`config.mk`:
```
export PLATFORM = sky130hd
export DESIGN_NAME = dataregister_bank
export DESIGN_NICKNAME = d
export VERILOG_FILES = /design/src/rtl/dataregister_bank_pkg.sv /design/src/rtl/dataregister_shifter.sv /design/src/rtl/dataregister_bank.sv
export SDC_FILE = /design/constraint.sdc
export NUM_CORES = 1
export LEC_CHECK = 0
export ABC_CLOCK_PERIOD_IN_PS = 1580
export CAP_MARGIN = 10
export CORE_MARGIN = 2
export CORE_UTILIZATION = 35
export CTS_BUF_LIST = sky130_fd_sc_hd__clkbuf_8
export DETAILED_ROUTE_END_ITERATION = 8
export GPL_TIMING_DRIVEN = 0
export MAX_ROUTING_LAYER = met4
export PLACE_DENSITY = 0.64
export SLEW_MARGIN = 10
export SYNTH_ARGS = -nofsm -noshare
export SYNTH_HDL_FRONTEND = slang
export SYNTH_SLANG_ARGS = --single-unit
```
`constraint.sdc`:
```
create_clock -name clk -period 1.58 [get_ports clk]
set_input_delay 0.316 -clock clk [delete_from_list [all_inputs] [get_ports clk]]
set_output_delay 0.316 -clock clk [all_outputs]
set_load 0.005 [all_outputs]
```
`src/rtl/dataregister_bank_pkg.sv`:
```
// dataregister_bank_pkg: shared command and FSM encodings for the register bank
// and its single-entry shifter.
package dataregister_bank_pkg;

   // Command encodings presented on the op input.
   typedef enum logic [1:0] {
      OP_LOAD = 2'b00,
      OP_SHL  = 2'b01,
      OP_SHR  = 2'b10,
      OP_CLR  = 2'b11
   } op_e;

   // Control FSM states.
   typedef enum logic [1:0] {
      S_IDLE  = 2'b00,
      S_SHIFT = 2'b01,
      S_DONE  = 2'b10
   } state_e;

   // Latched shift direction.
   localparam logic DIR_LEFT  = 1'b0;
   localparam logic DIR_RIGHT = 1'b1;

   // True for the two shift commands.
   function automatic logic is_shift_op(input logic [1:0] op_in);
      return (op_in == OP_SHL) || (op_in == OP_SHR);
   endfunction

endpackage

```
`src/rtl/dataregister_shifter.sv`:
```
// dataregister_shifter: combinational next-value unit for one bank entry.
// Produces the value after a single-bit shift in the requested direction,
// with ser_in entering the vacated position, plus the bit pushed out.
module dataregister_shifter
   import dataregister_bank_pkg::*;
#(
   parameter int DATAWIDTH = 8
) (
   input  logic [DATAWIDTH-1:0] cur_val,
   input  logic                 dir,
   input  logic                 ser_in,
   output logic [DATAWIDTH-1:0] next_val,
   output logic                 shift_out
);

   // Single-bit shift: right drops the LSB, left drops the MSB.
   always_comb begin
      next_val  = cur_val;
      shift_out = 1'b0;
      if (dir == DIR_RIGHT) begin
         next_val  = {ser_in, cur_val[DATAWIDTH-1:1]};
         shift_out = cur_val[0];
      end else begin
         next_val  = {cur_val[DATAWIDTH-2:0], ser_in};
         shift_out = cur_val[DATAWIDTH-1];
      end
   end

endmodule

```
`src/rtl/dataregister_bank.sv`:
```
// dataregister_bank: DEPTH x DATAWIDTH register bank with one command port
// (load / clear / multi-cycle serial shift) and two combinational read ports.
// Optional build macro DATAREGISTER_BANK_WR_BYPASS_EN forwards DataIn to a read
// port whose address matches a LOAD being strobed in IDLE.
module dataregister_bank
   import dataregister_bank_pkg::*;
#(
   parameter int DATAWIDTH = 8,
   parameter int DEPTH     = 4,
   parameter int ADDRWIDTH = 2,
   parameter int CNTWIDTH  = 4
) (
   input  logic                 clk,
   input  logic                 lowRst,
   input  logic                 lowWr,
   input  logic [1:0]           op,
   input  logic [ADDRWIDTH-1:0] wrAddr,
   input  logic [DATAWIDTH-1:0] DataIn,
   input  logic [CNTWIDTH-1:0]  shiftCnt,
   input  logic                 serIn,
   input  logic [ADDRWIDTH-1:0] rdAddrA,
   input  logic [ADDRWIDTH-1:0] rdAddrB,
   output logic [DATAWIDTH-1:0] DataOutA,
   output logic [DATAWIDTH-1:0] DataOutB,
   output logic                 serOut,
   output logic                 busy,
   output logic                 done,
   output logic [DEPTH-1:0]     valid
);

   localparam logic [CNTWIDTH-1:0]  CNT_ZERO  = {CNTWIDTH{1'b0}};
   localparam logic [CNTWIDTH-1:0]  CNT_ONE   = {{(CNTWIDTH-1){1'b0}}, 1'b1};
   localparam logic [DATAWIDTH-1:0] DATA_ZERO = {DATAWIDTH{1'b0}};

   state_e                 state_q, state_d;
   logic [DATAWIDTH-1:0]   mem_q [DEPTH];
   logic [DATAWIDTH-1:0]   mem_d [DEPTH];
   logic [DEPTH-1:0]       valid_q, valid_d;
   logic [CNTWIDTH-1:0]    cnt_q, cnt_d;
   logic [ADDRWIDTH-1:0]   addr_q, addr_d;
   logic                   dir_q, dir_d;
   logic                   serout_q, serout_d;
   logic                   busy_q, busy_d;
   logic                   done_q, done_d;

   logic [DATAWIDTH-1:0]   shf_next;
   logic                   shf_out;

   // Only the latched entry is ever shifted, so one shifter serves the bank.
   dataregister_shifter #(
      .DATAWIDTH (DATAWIDTH)
   ) u_shifter (
      .cur_val   (mem_q[addr_q]),
      .dir       (dir_q),
      .ser_in    (serIn),
      .next_val  (shf_next),
      .shift_out (shf_out)
   );

   // Command decode, shift sequencing and next-value computation for the bank.
   always_comb begin
      state_d  = state_q;
      mem_d    = mem_q;
      valid_d  = valid_q;
      cnt_d    = cnt_q;
      addr_d   = addr_q;
      dir_d    = dir_q;
      serout_d = serout_q;
      case (state_q)
         S_IDLE: begin
            if (!lowWr) begin
               case (op)
                  OP_LOAD: begin
                     mem_d[wrAddr]   = DataIn;
                     valid_d[wrAddr] = 1'b1;
                     state_d         = S_DONE;
                  end
                  OP_CLR: begin
                     mem_d[wrAddr]   = DATA_ZERO;
                     valid_d[wrAddr] = 1'b0;
                     state_d         = S_DONE;
                  end
                  OP_SHL, OP_SHR: begin
                     if (shiftCnt == CNT_ZERO) begin
                        // Zero-length shift completes without touching the entry.
                        state_d = S_DONE;
                     end else begin
                        addr_d  = wrAddr;
                        dir_d   = (op == OP_SHR) ? DIR_RIGHT : DIR_LEFT;
                        cnt_d   = shiftCnt;
                        state_d = S_SHIFT;
                     end
                  end
                  default: begin
                     state_d = S_IDLE;
                  end
               endcase
            end else begin
               state_d = S_IDLE;
            end
         end
         S_SHIFT: begin
            // Commands arriving here are dropped; only the shift advances.
            mem_d[addr_q] = shf_next;
            serout_d      = shf_out;
            cnt_d         = cnt_q - CNT_ONE;
            if (cnt_q == CNT_ONE) begin
               state_d = S_DONE;
            end else begin
               state_d = S_SHIFT;
            end
         end
         S_DONE: begin
            state_d = S_IDLE;
         end
         default: begin
            state_d = S_IDLE;
         end
      endcase
      busy_d = (state_d == S_SHIFT);
      done_d = (state_d == S_DONE);
   end

   // State, storage and registered status; reset aborts any shift in flight.
   always_ff @(posedge clk or posedge lowRst) begin
      if (lowRst) begin
         state_q  <= S_IDLE;
         for (int i = 0; i < DEPTH; i++) begin
            mem_q[i] <= DATA_ZERO;
         end
         valid_q  <= {DEPTH{1'b0}};
         cnt_q    <= CNT_ZERO;
         addr_q   <= {ADDRWIDTH{1'b0}};
         dir_q    <= DIR_LEFT;
         serout_q <= 1'b0;
         busy_q   <= 1'b0;
         done_q   <= 1'b0;
      end else begin
         state_q  <= state_d;
         for (int i = 0; i < DEPTH; i++) begin
            mem_q[i] <= mem_d[i];
         end
         valid_q  <= valid_d;
         cnt_q    <= cnt_d;
         addr_q   <= addr_d;
         dir_q    <= dir_d;
         serout_q <= serout_d;
         busy_q   <= busy_d;
         done_q   <= done_d;
      end
   end

`ifdef DATAREGISTER_BANK_WR_BYPASS_EN
   logic load_now;

   assign load_now = (state_q == S_IDLE) && !lowWr && (op == OP_LOAD);

   // Read ports with same-cycle forwarding of a LOAD being strobed.
   always_comb begin
      if (load_now && (rdAddrA == wrAddr)) begin
         DataOutA = DataIn;
      end else begin
         DataOutA = mem_q[rdAddrA];
      end
      if (load_now && (rdAddrB == wrAddr)) begin
         DataOutB = DataIn;
      end else begin
         DataOutB = mem_q[rdAddrB];
      end
   end
`else
   // Read ports show stored contents only, including mid-shift values.
   always_comb begin
      DataOutA = mem_q[rdAddrA];
      DataOutB = mem_q[rdAddrB];
   end
`endif

   assign serOut = serout_q;
   assign busy   = busy_q;
   assign done   = done_q;
   assign valid  = valid_q;

endmodule

```
==> flow_summary.ini, run 1 <==
[run_status]
status = finished with violations
violations = setup timing

[worst_setup_path]
critPathMaxFanout = 4
timing.critical_path.mode_cell = buf_6
worstSetupStartpointType = register
r2r_end = mem_q[10]
crit_path_end_kind = register
reg2reg_slack_ns = -0.27
critPathArrivalTime_ns = 2.05
critPathSlowestCell = mux4_2
r2r_start = mem_q[3]
worstSetupPathType = reg -> reg
cp.required_ns = 1.78
rr_worst_depth = 6
path_cells = buf_6 -> buf_6 -> mux4_2 -> mux2i_4 -> nor2_1 -> a221o_1
slowest_delay_ns = 0.54

[place]
place_ws_ns = -0.808
numPortBuffers = 42
hpwl_um = 5650
gp_congestion = 0.852

[timing]
clock_skew_ns = 0.0163
finalHoldViolCount = 0
worstMarginPinSlew_ns = 0.416
final.setup.worst_slack_ns = -0.271
max-slew-margin-rel_pct = 72.3
setup_violations = 48
drv_slew = 0
fin_crit_sh_pct = 117
rsz0062_at_grt = true
tns_ns = -8.90
max_freq_mhz = 540
fin_crit_ns = 1.85

[global_routing]
grt_pass1_vias = 2753
track_usage_pct = 20.5
antenna_found_initial = 0
grt-ovfl-total = 0
grt_pass1_wl_um = 14900
grt_max_degree = 33

[flow_run]
max_cap_viol_count = 0

[cells_and_area]
final_cell_mix = 47 x dfrtp_1, 43 x buf_4, 33 x nor2_1, 32 x a221o_1, 24 x mux4_2
drive_above_1_share_pct = 48.3
n_antenna_cell = 0
area_growth_pct = 45.7
mostFrequentLayoutCell = dfrtp_1
nNetsFinal = 380

[yosys]
async_reset_ff_share_pct = 100
synth_edf_count = 0
ys_ff_latch = 48
synthFlopType = dfrtp_1
ys_seq_area_share_pct = 39.6
synth_warnings = 0
synth_cell_types = 40
post_synth.cell_area_avg_um2 = 12.7
syn_area_um2 = 3030
syn_nets = 268
syn_inst = 239

[clock_tree]
path_clk_slew_ns = 0.10
cts_tree = yes
worst_skew_pair.late_latency_ns = 0.30
numCtsBuffers = 5
clk_path_buf_depth = 2
cts-root-buf = clkbuf_8
htreeDepth = 2
postCtsHoldBufs = 0
clock-sinks = 48

[floorplan]
initial_core_util_pct = 36.5
die-width_um = 97.1
core_um2 = 8300
io_pins = 47
rows = 33
dieArea_um2 = 9420
die_h_um = 97.1

[drt]
viasPerCell = 5.77
firstDrtPassIters = 5
drc = 0
routed_wl_um = 9260
antenna_left = 0
wl_per_cell_um = 20.3
vias = 2639
drt_iter0_markers = 174

[power_and_ir_drop]
peakVddDrop_uv = 1050
powerDensity_nw_per_um2 = 1900
leakagePower_nw = 1.93
power_mw = 8.37

[worst_hold_path]
holdCritPathClass = in -> async
[cell type report]
cell class	instances	area, um^2
clock buffers	6	82.6
fillers	709	3880
plain buffers	12	105
multi-input cells	169	1870
inverters	8	30.0
flip-flops and latches	48	1200
clock inverters	2	38.8
well taps	105	131
repair buffers	107	953
[logic make-up after synthesis]
| group | count (synthesis) | synth area share (%) |
|---|---|---|
| simple gates | 69 | 11.3 |
| compound gates | 55 | 16.5 |
| flops | 48 | 39.6 |
| mux | 40 | 26.6 |
| buf+inv | 22 | 3.96 |
| fa+ha+maj | 5 | 2.06 |
[where the power goes]
| part | switching (mW) | leakage, nW | total [mW] | internal (mW) |
|---|---|---|---|---|
| Combinational | 2.31 | 1.25 | 5.26 | 2.95 |
| Clock | 0.430 | 0.0614 | 0.949 | 0.518 |
| Sequential | 0.397 | 0.612 | 2.15 | 1.76 |
| Total | 3.14 | 1.93 | 8.37 | 5.23 |
[routing by layer]
layer / track usage [%] / up-vias / routed length, um
li1: - / 1177 / -
met1: 26.8 / 1351 / 3740
met2: 34.2 / 103 / 4830
met3: 2.95 / 8 / 612
met4: 4.66 / 0 / 66
met5: - / - / 0
[Yosys cell counts (all sizes together) (2+ instances only)]
master   instances  area share [%]
a21oi            4             1.0
a221o           32              11
buf              6             1.9
clkbuf           8             1.1
dfrtp           48              40
ha               5             2.1
inv              8            0.99
mux2             4             1.5
mux2i           12             7.3
mux4            24              18
nand2            8             1.2
nand2b           4            0.83
nand4bb          2            0.74
nor2            40             5.0
nor2b            2            0.41
nor3             7             1.3
o21ai            8             1.3
o31ai            5             1.7
o41ai            2            0.83
[worst max-delay path: cells and delay by family, from the launching register on]
| kind | cells | cell delay [ns] |
|---|---|---|
| compound gates | 1 | 0.26 |
| simple gates | 1 | 0.09 |
| flops | 1 | 0.40 |
| mux | 2 | 0.77 |
| buf+inv | 2 | 0.23 |
[worst max path at each step]
stage | from | endpoint | cells past startpoint
finish | mem_q[3] | mem_q[10] | 6
detailed placement | lowWr | mem_q[11] | 5
CTS | mem_q[3] | mem_q[28] | 6
global placement | lowRst | mem_q[26] | 2
floorplan | addr_q[0] | mem_q[2] | 5
global route | addr_q[0] | mem_q[17] | 5
[through the flow]
step / utilization (%) / std cells / hold slack (ns) / instance area, um^2
after CTS: 52.1 / 454 / 0.321 / 4320
after global routing: 53.2 / 457 / 0.350 / 4410
after floorplan: - / 239 / 0.413 / 3040
after global placement: 43.3 / 386 / 0.490 / 3590
after detailed placement: 43.5 / 387 / 0.492 / 3610
final: 53.2 / 457 / 0.311 / 4410
[flip-flops by register name, indices dropped and copies added, names as in the netlist, named ones only]
signal	count
mem_q	32
cnt_q	4
addr_q	2
state_q	2
busy	1
dir_q	1
done	1
serOut	1
[timing repair]
item | 4_1_cts | 5_1_grt
pin swaps | 11 | 12
setup buffers | 59 | 5
hold endpoints to repair | 0 | 0
endpoints found under the setup margin | 62 | 62
resized for setup | 122 | 23
(Power assumes the default switching activity.)
==> run 2, diff against run 1 <==
Settings changed: CAP_MARGIN 10 to 20.
==> results of run 2 <==
The final DEF is identical to that of run 1; final timing and power are the same.
==> run 3, diff against run 2 <==
Settings changed: MAX_ROUTING_LAYER met4 to default, SYNTH_HIERARCHICAL from default to 1.
==> run 3 against run 2 <==
The run still ends with setup timing left. Sequential power fell by 2%. Synthesized cell count is 3.8% higher. First-iteration DRC count is 7.5% lower. Flip-flop and latch count did not move. Clock skew is 0.0023 ns higher. Core utilization down 3.0 points. Register-to-register slack worse by 0.12 ns. Cell count is 1.8% higher. Cell area down 0.79%.
==> flow_summary.ini, run 3 <==
[cells_and_area]
mostFrequentLayoutCell = a22o_1
final_cell_mix = 64 x a22o_1, 53 x buf_4, 46 x dfrtp_1, 24 x mux4_2, 24 x clkdlybuf4s50_1
stdcell_area_um2 = 4380
drive_above_1_share_pct = 47.1
nNetsFinal = 385
regMostFlops = mem_q
largest_reg_flops = 32
largestRegisters = mem_q: 32 flops, cnt_q: 4 flops
n_antenna_cell = 0
area_growth_pct = 38.8
instances_no_fill = 465

[floorplan]
dieArea_um2 = 9790
die-width_um = 99.0
initial_core_util_pct = 36.2
rows = 34
io_pins = 47
core_um2 = 8720
die_h_um = 99.0

[worst_setup_path]
worstSetupPathType = reg -> reg
critPathArrivalTime_ns = 2.17
worstSetupStartpointType = register
rr_worst_depth = 5
reg2reg_slack_ns = -0.39
crit_path_end_kind = register
r2r_end = mem_q[30]
r2r_start = addr_q[0]
critPathMaxFanout = 5
cp.required_ns = 1.78

[yosys]
yosysTopAreaCell = dfrtp_1
synthTopCellsByCount = 64 x a22o_1, 48 x dfrtp_1, 24 x mux4_2
synthFlopType = dfrtp_1
syn_inst = 248
synth_top_family_by_area = compound AO/OA/AOI/OAI gates
syn_area_um2 = 3160
syn_nets = 277
synth_warnings = 6
synth-compound-area-share_pct = 25.4
synth_cell_types = 43
synth_edf_count = 0
ys_ff_latch = 48
synthXorXnorAreaFrac_pct = 0
yosys.area_share.adder_pct = 1.98
synth_top_area_share_pct = 38.1
yosysMostFrequentCell = a22o_1
synth.mux.area_fraction_pct = 23.2
ys_seq_area_share_pct = 38.1
post_synth.cell_area_avg_um2 = 12.7
synthSimpleGateAreaFrac_pct = 7.77
synth_area_leaders = dfrtp_1 38%, a22o_1 18%, mux4_2 17%, mux2_4 4.3%, ha_1 2.0%
async_reset_ff_share_pct = 100

[place]
hpwl_um = 5990
gp_congestion = 0.820
placed_cell_area_um2 = 3780
place_inst = 402
numPortBuffers = 42

[timing]
setup_violations = 50
max_freq_mhz = 508
fin_crit_ns = 1.97
worstMarginPinSlew_ns = 0.470
fin_crit_sh_pct = 125
final.setup.worst_slack_ns = -0.387
clock_skew_ns = 0.0186
max-slew-margin-rel_pct = 68.5
drv_slew = 0
tns_ns = -11.86
finalHoldViolCount = 0
rsz0062_at_grt = true

[drt]
drt_iter0_markers = 161
drc = 0
antenna_left = 0
routed_wl_um = 9320
wl_per_cell_um = 20.0
viasPerCell = 5.99
vias = 2786
firstDrtPassIters = 5

[power_and_ir_drop]
leakagePower_nw = 1.99
powerDensity_nw_per_um2 = 1770
power_mw = 7.75
peakVddDrop_uv = 919

[clock_tree]
cts_tree = yes
numCtsBuffers = 5
clk_path_buf_depth = 2
cts-root-buf = clkbuf_8
path_clk_slew_ns = 0.11
worst_skew_pair.late_latency_ns = 0.32
clock-sinks = 48
htreeDepth = 2

[global_routing]
grt_pass1_wl_um = 14900
track_usage_pct = 19.7
grt-ovfl-total = 0
grt_pass1_vias = 2782
antenna_found_initial = 0
grt_max_degree = 33

[flow_run]
max_cap_viol_count = 0

[run_status]
status = finished with violations
violations = setup timing

[worst_hold_path]
holdCritPathClass = in -> async
==> run 3: how the worst max path moves through the flow <==
stage,start,end,slack [ns],depth (start not counted)
after global placement,op[0],mem_q[0],-1.04,6
after global routing,addr_q[0],mem_q[0],-0.43,5
after detailed placement,op[1],mem_q[0],-0.81,7
final,addr_q[0],mem_q[30],-0.39,5
after floorplan,addr_q[0],mem_q[30],-0.35,5
after CTS,addr_q[0],mem_q[30],-0.38,5
==> run 3: layer usage <==
metal  vias up  part of all wire [%]  wire [um]  GRT usage (%)
met5         -                     0          0              0
met3        23                   6.9        639           3.48
met1      1393                    41       3850           26.6
li1       1231                     -          -              -
met4         0                   2.2        204           6.43
met2       139                    50       4630           32.3
==> run 3: worst max-delay path, stage by stage (launching register included) <==
cell and delay, ns:
dfrtp_2 0.43, buf_8 0.15, mux4_2 0.54, mux2_4 0.32, a22o_1 0.22, a22o_1 0.21
==> run 3: layout make-up <==
| type | count | area, um^2 |
|---|---|---|
| fillers | 760 | 4340 |
| well taps | 108 | 135 |
| clock inverters | 3 | 46.3 |
| plain buffers | 12 | 103 |
| flip-flops and latches | 48 | 1200 |
| multi-input cells | 178 | 1940 |
| clock buffers | 5 | 68.8 |
| inverters | 8 | 30.0 |
| repair buffers | 103 | 856 |
==> run 3: repair_timing <==
| item | 4_1_cts | 5_1_grt |
|---|---|---|
| endpoints found under the setup margin | 59 | 56 |
| gates resized for setup | 91 | 12 |
| pin swaps | 6 | 10 |
| hold buffers | 0 | 0 |
| hold endpoints to repair | 0 | 0 |
| buffers inserted | 49 | 8 |
| cloned | 0 | 1 |
==> run 3: cells by family (layout without fill, tap and decap cells) <==
group,Yosys count,after routing
DFF,48,48
AOI/OAI and AO/OA,96,96
muxes,38,38
and+or+nand+nor,39,39
buffers and inverters,22,131
adders and majority gates,5,5
==> run 3: stage by stage <==
step	setup slack, ns	utilization (%)	hold WS, ns
2_1_floorplan	-0.350	-	0.467
4_1_cts	-0.383	49.4	0.302
3_3_place_gp	-1.04	42.9	0.487
6_report	-0.387	50.2	0.284
5_1_grt	-0.432	50.2	0.317
3_5_place_dp	-0.815	43.3	0.484
==> run 3: where the power goes <==
| group | switching (mW) | internal, mW |
|---|---|---|
| registers | 0.384 | 1.72 |
| logic | 2.09 | 2.62 |
| clock network | 0.456 | 0.477 |
